**src/rtl/pi_ray_fifo_writer_pkg.sv**
```systemverilog
// Shared constants and types for the PI/ray FIFO writer
// and the TX packetizer that drains its two FIFOs.
package pi_ray_fifo_writer_pkg;

  localparam int FIFO_LENGTH   = 16;
  localparam int MAX_DEC_LOG2  = 8;
  localparam int DROP_CNT_SIZE = 16;
  localparam int nOfFifos      = 2;
  localparam int KW            = 4;

  typedef enum logic {
    IDLE = 1'b0,
    RUN  = 1'b1
  } state_t;

  function automatic logic [KW-1:0] clamp_k(
    input logic [KW-1:0] d,
    input int            maxk
  );
    logic [31:0] m;
    m = 32'(maxk);
    if (int'(d) > maxk) return m[KW-1:0];
    return d;
  endfunction

endpackage

```
**src/rtl/pi_ray_fifo_writer_averager.sv**
```systemverilog
// One-stream power-of-two window accumulator: sum, count,
// and floor-shift of the window total.
module pow2_window_averager #(
  parameter int W    = 16,
  parameter int MAXK = 8
) (
  input  logic         clk,
  input  logic         reset,
  input  logic         clr_i,
  input  logic         valid_i,
  input  logic         win_done_i,
  input  logic [3:0]   k_i,
  input  logic [W-1:0] sample_i,
  output logic         done_o,
  output logic [W-1:0] avg_o
);

  localparam int AW = W + MAXK;
  localparam int SW = MAXK + 1;

  logic signed [AW-1:0] acc_q, acc_d;
  logic signed [AW-1:0] sum;
  logic signed [AW-1:0] shr;
  logic [MAXK-1:0]      cnt_q, cnt_d;
  logic [SW-1:0]        span;
  logic [SW-1:0]        last_w;

  assign sum    = acc_q + {{MAXK{sample_i[W-1]}}, sample_i};
  assign shr    = sum >>> k_i;
  assign avg_o  = shr[W-1:0];
  assign span   = SW'(1) << k_i;
  assign last_w = span - SW'(1);
  assign done_o = valid_i && (cnt_q == last_w[MAXK-1:0]);

  always_comb begin
    acc_d = acc_q;
    cnt_d = cnt_q;
    if (clr_i) begin
      acc_d = '0;
      cnt_d = '0;
    end else if (valid_i) begin
      if (win_done_i) begin
        acc_d = '0;
        cnt_d = '0;
      end else begin
        acc_d = sum;
        cnt_d = cnt_q + MAXK'(1);
      end
    end
  end

  always_ff @(posedge clk) begin
    if (reset) begin
      acc_q <= '0;
      cnt_q <= '0;
    end else begin
      acc_q <= acc_d;
      cnt_q <= cnt_d;
    end
  end

endmodule

```
**src/rtl/pi_ray_fifo_writer.sv**
```systemverilog
// Pairs PI output with held ray samples, window-averages both
// and writes the two FIFOs together or not at all.
module pi_ray_fifo_writer #(
  parameter int FIFO_LENGTH   = pi_ray_fifo_writer_pkg::FIFO_LENGTH,
  parameter int MAX_DEC_LOG2  = pi_ray_fifo_writer_pkg::MAX_DEC_LOG2,
  parameter int DROP_CNT_SIZE = pi_ray_fifo_writer_pkg::DROP_CNT_SIZE
) (
  input  logic                     clk,
  input  logic                     reset,
  input  logic                     enable,
  input  logic [3:0]               decim_log2,
  input  logic [FIFO_LENGTH-1:0]   pi_data_in,
  input  logic                     pi_valid,
  input  logic [FIFO_LENGTH-1:0]   ray_data_in,
  input  logic                     ray_valid,
  output logic                     pi_wrreq_output_fifo,
  output logic [FIFO_LENGTH-1:0]   pi_wrdata_output_fifo,
  input  logic                     pi_wrfull_output_fifo,
  output logic                     ray_wrreq_fifo,
  output logic [FIFO_LENGTH-1:0]   ray_wrdata_fifo,
  input  logic                     ray_wrfull_fifo,
  output logic [DROP_CNT_SIZE-1:0] drop_count,
  output logic                     busy
);

  import pi_ray_fifo_writer_pkg::*;

  state_t                   state_q, state_d;
  logic [3:0]               k_q, k_d;
  logic [FIFO_LENGTH-1:0]   ray_hold_q;
  logic [FIFO_LENGTH-1:0]   ray_eff;
  logic                     run_v;
  logic                     clr;
  logic                     pi_done, ray_done;
  logic                     emit, full;
  logic [FIFO_LENGTH-1:0]   pi_avg, ray_avg;
  logic                     wr_q;
  logic [FIFO_LENGTH-1:0]   pi_wd_q, ray_wd_q;
  logic [DROP_CNT_SIZE-1:0] drop_q;

  // A ray strobe coinciding with the PI strobe wins over the hold
  assign ray_eff = ray_valid ? ray_data_in : ray_hold_q;
  assign run_v   = (state_q == RUN) && enable && pi_valid;
  assign clr     = (state_q == IDLE);
  assign emit    = pi_done && ray_done;
  assign full    = pi_wrfull_output_fifo || ray_wrfull_fifo;

  pow2_window_averager #(
    .W    (FIFO_LENGTH),
    .MAXK (MAX_DEC_LOG2)
  ) u_pi_avg (
    .clk        (clk),
    .reset      (reset),
    .clr_i      (clr),
    .valid_i    (run_v),
    .win_done_i (pi_done),
    .k_i        (k_q),
    .sample_i   (pi_data_in),
    .done_o     (pi_done),
    .avg_o      (pi_avg)
  );

  pow2_window_averager #(
    .W    (FIFO_LENGTH),
    .MAXK (MAX_DEC_LOG2)
  ) u_ray_avg (
    .clk        (clk),
    .reset      (reset),
    .clr_i      (clr),
    .valid_i    (run_v),
    .win_done_i (pi_done),
    .k_i        (k_q),
    .sample_i   (ray_eff),
    .done_o     (ray_done),
    .avg_o      (ray_avg)
  );

  always_comb begin
    state_d = state_q;
    k_d     = k_q;
    unique case (state_q)
      IDLE: begin
        if (enable) begin
          state_d = RUN;
          k_d     = clamp_k(decim_log2, MAX_DEC_LOG2);
        end
      end
      RUN: begin
        if (!enable) begin
          state_d = IDLE;
        end else if (emit) begin
          k_d = clamp_k(decim_log2, MAX_DEC_LOG2);
        end
      end
      default: state_d = IDLE;
    endcase
  end

  always_ff @(posedge clk) begin
    if (reset) begin
      state_q    <= IDLE;
      k_q        <= '0;
      ray_hold_q <= '0;
    end else begin
      state_q <= state_d;
      k_q     <= k_d;
      if (ray_valid) ray_hold_q <= ray_data_in;
    end
  end

  always_ff @(posedge clk) begin
    if (reset) begin
      wr_q     <= 1'b0;
      pi_wd_q  <= '0;
      ray_wd_q <= '0;
      drop_q   <= '0;
    end else begin
      wr_q <= emit && !full;
      if (emit && !full) begin
        pi_wd_q  <= pi_avg;
        ray_wd_q <= ray_avg;
      end
      if (emit && full && (drop_q != '1)) begin
        drop_q <= drop_q + DROP_CNT_SIZE'(1);
      end
    end
  end

  assign pi_wrreq_output_fifo  = wr_q;
  assign ray_wrreq_fifo        = wr_q;
  assign pi_wrdata_output_fifo = pi_wd_q;
  assign ray_wrdata_fifo       = ray_wd_q;
  assign drop_count            = drop_q;
  assign busy                  = (state_q == RUN);

endmodule

```
**config.mk**
```make
export PLATFORM = sky130hd
export DESIGN_NAME = pi_ray_fifo_writer
export DESIGN_NICKNAME = d
export VERILOG_FILES = /design/src/rtl/pi_ray_fifo_writer_pkg.sv /design/src/rtl/pi_ray_fifo_writer_averager.sv /design/src/rtl/pi_ray_fifo_writer.sv
export SDC_FILE = /design/constraint.sdc
export NUM_CORES = 1
export LEC_CHECK = 0
export CAP_MARGIN = 20
export CELL_PAD_IN_SITES_DETAIL_PLACEMENT = 2
export CELL_PAD_IN_SITES_GLOBAL_PLACEMENT = 2
export CORE_ASPECT_RATIO = 1.75
export CORE_UTILIZATION = 38
export DETAILED_ROUTE_END_ITERATION = 7
export HOLD_SLACK_MARGIN = 0.03
export PLACE_DENSITY = 0.87
export SYNTH_ARGS = -nofsm -noshare
export SYNTH_HDL_FRONTEND = slang
export SYNTH_HIERARCHICAL = 1
export SYNTH_SLANG_ARGS = --single-unit
```
**constraint.sdc**
```tcl
create_clock -name clk -period 8.8 [get_ports clk]
set_input_delay 2.2 -clock clk [delete_from_list [all_inputs] [get_ports clk]]
set_output_delay 2.2 -clock clk [all_outputs]
set_load 0.02 [all_outputs]
```
### Yosys cells after proc, flatten, opt, wreduce, memory -nomap -nowiden

Index checks and enable logic that the tools add are counted.

| storage, ports and cells | value |
|---|---|
| flip-flop bits (word level) | 134 |
| input bits | 43 |
| output and inout bits | 51 |
| word-level logic and storage cells | 59 |

| cells by class | value |
|---|---|
| add/subtract/negate cells | 6 |
| magnitude comparators | 1 |
| equality and inequality tests | 6 |
| shift-type cells | 3 |
| muxes and demuxes | 19 |
| bitwise logic cells | 1 |
| reductions and logical operators | 12 |

Operators with widths:

| cell | count |
|---|---|
| 24-bit adder | 2 |
| 24-bit two-way mux | 2 |
| 24-bit by 4-bit >>> shifter with 16-bit output | 2 |
| 4-bit two-way mux | 6 |
| 16-bit by 1-bit adder with 16-bit output, second input constant | 1 |
| 8-bit by 1-bit adder with 8-bit output, second input constant | 2 |
| 8-bit == test | 2 |
| 16-bit two-way mux | 1 |
| 8-bit two-way mux | 2 |
| 16-bit inequality test, second input constant | 1 |
| 1-bit logical AND | 8 |
| 4-bit one-hot mux with 2 select lines | 1 |
| 1-bit by 4-bit left shift with 8-bit output, first input constant | 1 |
| 8-bit by 1-bit subtractor with 8-bit output, second input constant | 1 |
| 1-bit two-way mux | 7 |
| 4-bit greater-than comparator, second input constant | 1 |
| 2-bit inequality test, second input constant | 2 |
| 3-bit AND reduction | 1 |
| 2-bit by 1-bit inequality test with 1-bit output, second input constant | 1 |
| 2-bit OR reduction | 1 |
| 1-bit logical NOT | 1 |
| 1-bit logical OR | 1 |
| 1-bit NOT | 1 |

### Longest topological paths before layout

| logic depth | value |
|---|---|
| word-level depth | 12 |
| gate-level depth with buffers | 17 |
| gate-level depth less buffers | 14 |

### Hierarchy

Netlist, hierarchy kept.

Modules (own cells, without submodules):

| module | instances | cells an instance | area each (sq um) | sequential area each (sq um) |
|---|---|---|---|---|
| pow2_window_averager (u_ray_avg) | 1 | 547 | 4091.4 | 640.6 |
| pow2_window_averager (u_pi_avg) | 1 | 503 | 3881.2 | 640.6 |
| pi_ray_fifo_writer | 1 | 314 | 2758.9 | 1401.3 |

### Worst setup path before layout

No wires, ideal clock.

| timing | value |
|---|---|
| kind | input -> register |
| from | in ray_valid |
| to | reg ray_wd_q[8] (netlist: ray_wrdata_fifo[8]) |
| setup time | 132 ps |
| arrival time | 5609 ps |
| required time | 8668 ps |
| path slack | 3059 ps |
| stages | 15 |
| path buffers | 3 |
| cells stage by stage | clkbuf_1 buf_1 mux2_2 ha_1 clkbuf_2 a21oi_1 a21oi_1 o211a_1 or3_1 and2_1 mux4_2 a211oi_1 a211oi_1 nand2_1 a21oi_1 |

| on the way | value |
|---|---|
| word-level cells in the longest chain between the ends | 3 |

RTL lines:

| item | RTL line | text |
|---|---|---|
| from (decl) | pi_ray_fifo_writer.sv:15 | `input logic ray_valid,` |
| 16-bit two-way mux | - |  |
| via ray_eff[7] | pi_ray_fifo_writer.sv:31 | `logic [FIFO_LENGTH-1:0] ray_eff;` |
| 24-bit adder | pi_ray_fifo_writer_averager.sv:28 | `assign sum = acc_q + {{MAXK{sample_i[W-1]}}, sample_i};` |
| 24-bit by 4-bit >>> shifter with 16-bit output | pi_ray_fifo_writer_averager.sv:29 | `assign shr = sum >>> k_i;` |
| via ray_avg[8] | pi_ray_fifo_writer.sv:36 | `logic [FIFO_LENGTH-1:0] pi_avg, ray_avg;` |
| to (signal assigned) | pi_ray_fifo_writer.sv:121 | `ray_wd_q <= ray_avg;` |
| to (decl) | pi_ray_fifo_writer.sv:38 | `logic [FIFO_LENGTH-1:0] pi_wd_q, ray_wd_q;` |

The timed path passes the listed nets, and every way through them passes these cells.
A chain may end at the register's enable or synchronous reset.

### Final worst setup path

| timing | value |
|---|---|
| from | in ray_valid |
| to | reg ray_wd_q[6] (netlist: ray_wrdata_fifo[6]) |

Same word-level chain as after synthesis.

==> flow_summary.ini <==
[sta]
fin_setup_tns_ns = 0
finalClockSkew_ns = 0.0156
rsz0062_at_grt = false
maxSlewViolCount = 0
max_slew_margin_pct = 32.2
tightest_slew_ns = 1.02
max_clock_freq_mhz = 142
setup_viol = 0
finalCriticalPeriod_ns = 7.04
hold_slack_ns = 0.466
period_share_pct = 80.0
finalHoldViolations = 0

[logic_synthesis]
async_flop_share_pct = 0
yosysTopAreaCellShare_pct = 25.0
syn-num-nets = 1460
syn-cell-area_um2 = 10700
synthTopCellsByCount = nand2_1, a21oi_1, nor2_1, dfxtp_1, clkbuf_1
yosys_most_used_dff = dfxtp_1
yosysSeqAreaShare_pct = 25.0
synth_edf_count = 0
synthTopCellsByArea = dfxtp_1, a21oi_1, ha_1
yosysUniqueCellTypes = 104
synth.largest_area_cell = dfxtp_1
ys_ff_latch = 134
synth.avg_cell_area_um2 = 7.87
synth_most_common_cell = nand2_1
yosysWarnings = 6
syn_inst = 1364

[cts]
ctsHtreeMaxLevel = 4
cts_buffer_depth = 2
postCtsSetupRepairBufs = 0
clk_pin_slew_ns = 0.07
cts_made_buffers = 17
cts-root-buf = clkbuf_16
tritoncts = yes
cts_sinks = 134
cts_hold_buf = 0
clock_latency_ns = 0.46
cts_resized = 0

[cells_and_area]
fillerInstances = 3141
drive_gt1_share_pct = 10.8
diodes = 0
fin_util_pct = 44.9
syn_to_final_growth_pct = 16.5
layout.nets = 1500

[critical_path]
arrival_ns = 7.41
cp-end-kind = flip-flop
r2r_slack_ns = 3.93
critical_path_required_ns = 9.17
worstSetupPathType = in -> reg
start_kind = input pin
crit_fanout = 16

[floorplanning]
dieArea_um2 = 28900
dieWidth_um = 129
start_util_pct = 38.5
coreArea_um2 = 27900
fp.dieH_um = 224
rows = 81
io_pins = 94

[drt]
drt_first_pass_iters = 7
viasPerCell = 6.24
drc = 0
drt_iter0_markers = 495
ant_nets = 0
wl_um = 44600
routedWlPerCell_um = 24.9
vias = 11170

[global_route]
gr-total-overflow = 0
antenna_found_initial = 0
grt_usage_pct = 31.9
first_global_vias = 12518
grt_first_pass_wirelength_um = 69700
grt_start_max_net_pins = 73

[placed_design]
place_congestion = 0.928
io_buffer_count = 93
dp_hpwl_um = 33000

[power_and_ir_drop]
power.leakage_nw = 4.68
vdd.ir_drop.worst_mv = 0.144
powerDensity_nw_per_um2 = 141

[worst_hold_path]
hp-class = reg -> reg

[run]
max_cap_viol_count = 0

[run_status]
status = completed
==> report_power, final <==
group          switching [mW]  internal [mW]
sequential            0.00386          0.613
combinational           0.212          0.130
clock                   0.317          0.493
total                   0.532           1.24
==> critical path: stages <==
cell	delay [ns]
clkdlybuf4s50_1	1.06
mux2_2	0.43
ha_1	0.25
fa_1	0.44
a211oi_1	0.64
o211ai_1	0.16
a31oi_1	0.45
o21ai_0	0.20
xor2_1	0.48
a21oi_1	0.18
mux4_2	0.52
mux2i_1	0.18
nand2_1	0.08
a21oi_1	0.14
==> cells in the final DEF (no fill, tap or decap), drive strengths merged, types with 25 or more instances in the layout <==
master and n:
a21oi 150, xnor2 29, mux2 29, clkdlybuf4s50 92, xor2 37, inv 39, nor2 136, nor2b 45
ha 51, mux2i 30, nor3 27, a211oi 25, dfxtp 134, o21ai 66, nand2 166
==> layer usage <==
layer  vias up  GRT usage, %  wire [um]
li1       5071             -          -
met1      5627          27.9      14700
met5         -             0          0
met3       168          4.23       1070
met2       304          62.2      25000
met4         0          27.0       3860
==> cells by family (layout without fill, tap and decap cells) <==
logic type      Yosys count  count (layout)  synth area share [%]
buf+inv                 120             173                  4.75
compound gates          419             419                  26.4
flops                   134             134                  25.0
xor+xnor                 66              66                  5.84
mux                      77              77                  9.65
fa+ha+maj                53              53                  6.32
simple gates            495             495                  22.0
==> flip-flops by register name, indices dropped and copies added, names as in the netlist <==
signal                 cells
ray_hold_q                16
u_ray_avg/cnt_q            8
busy                       1
k_q                        4
ray_wrdata_fifo           16
drop_count                16
u_pi_avg/acc_q            24
pi_wrreq_output_fifo       1
u_pi_avg/cnt_q             8
pi_wrdata_output_fifo     16
u_ray_avg/acc_q           24
==> final timing paths <==
check,cells past startpoint,endpoint,start
setup reg to reg,13,drop_count[15],k_q[0]
setup / recovery,14,ray_wrdata_fifo[6],ray_valid
hold reg to reg,2,pi_wrdata_output_fifo[15],pi_wrdata_output_fifo[15]
hold / removal,2,pi_wrdata_output_fifo[15],pi_wrdata_output_fifo[15]
==> area by class of cell <==
class	count	area (um^2)	area share, %
clock buffer	19	453	3.62
clock inverter	13	193	1.54
inverter	36	135	1.08
multi-input combinational	1110	7550	60.4
sequential	134	2690	21.5
tap	373	467	3.73
timing repair buffer	105	1020	8.12
==> metrics by stage <==
stage	cells	cell area [um^2]	power, mW	setup WS (ns)
floorplan	1364	10700	0.854	3.06
global placement	1758	11900	0.951	1.66
CTS	1790	12500	1.78	1.90
finish	1790	12500	1.77	1.76
global route	1790	12500	1.83	1.47
detailed placement	1758	11900	0.962	1.47
No activity file was read; power rests on OpenSTA's default activity.
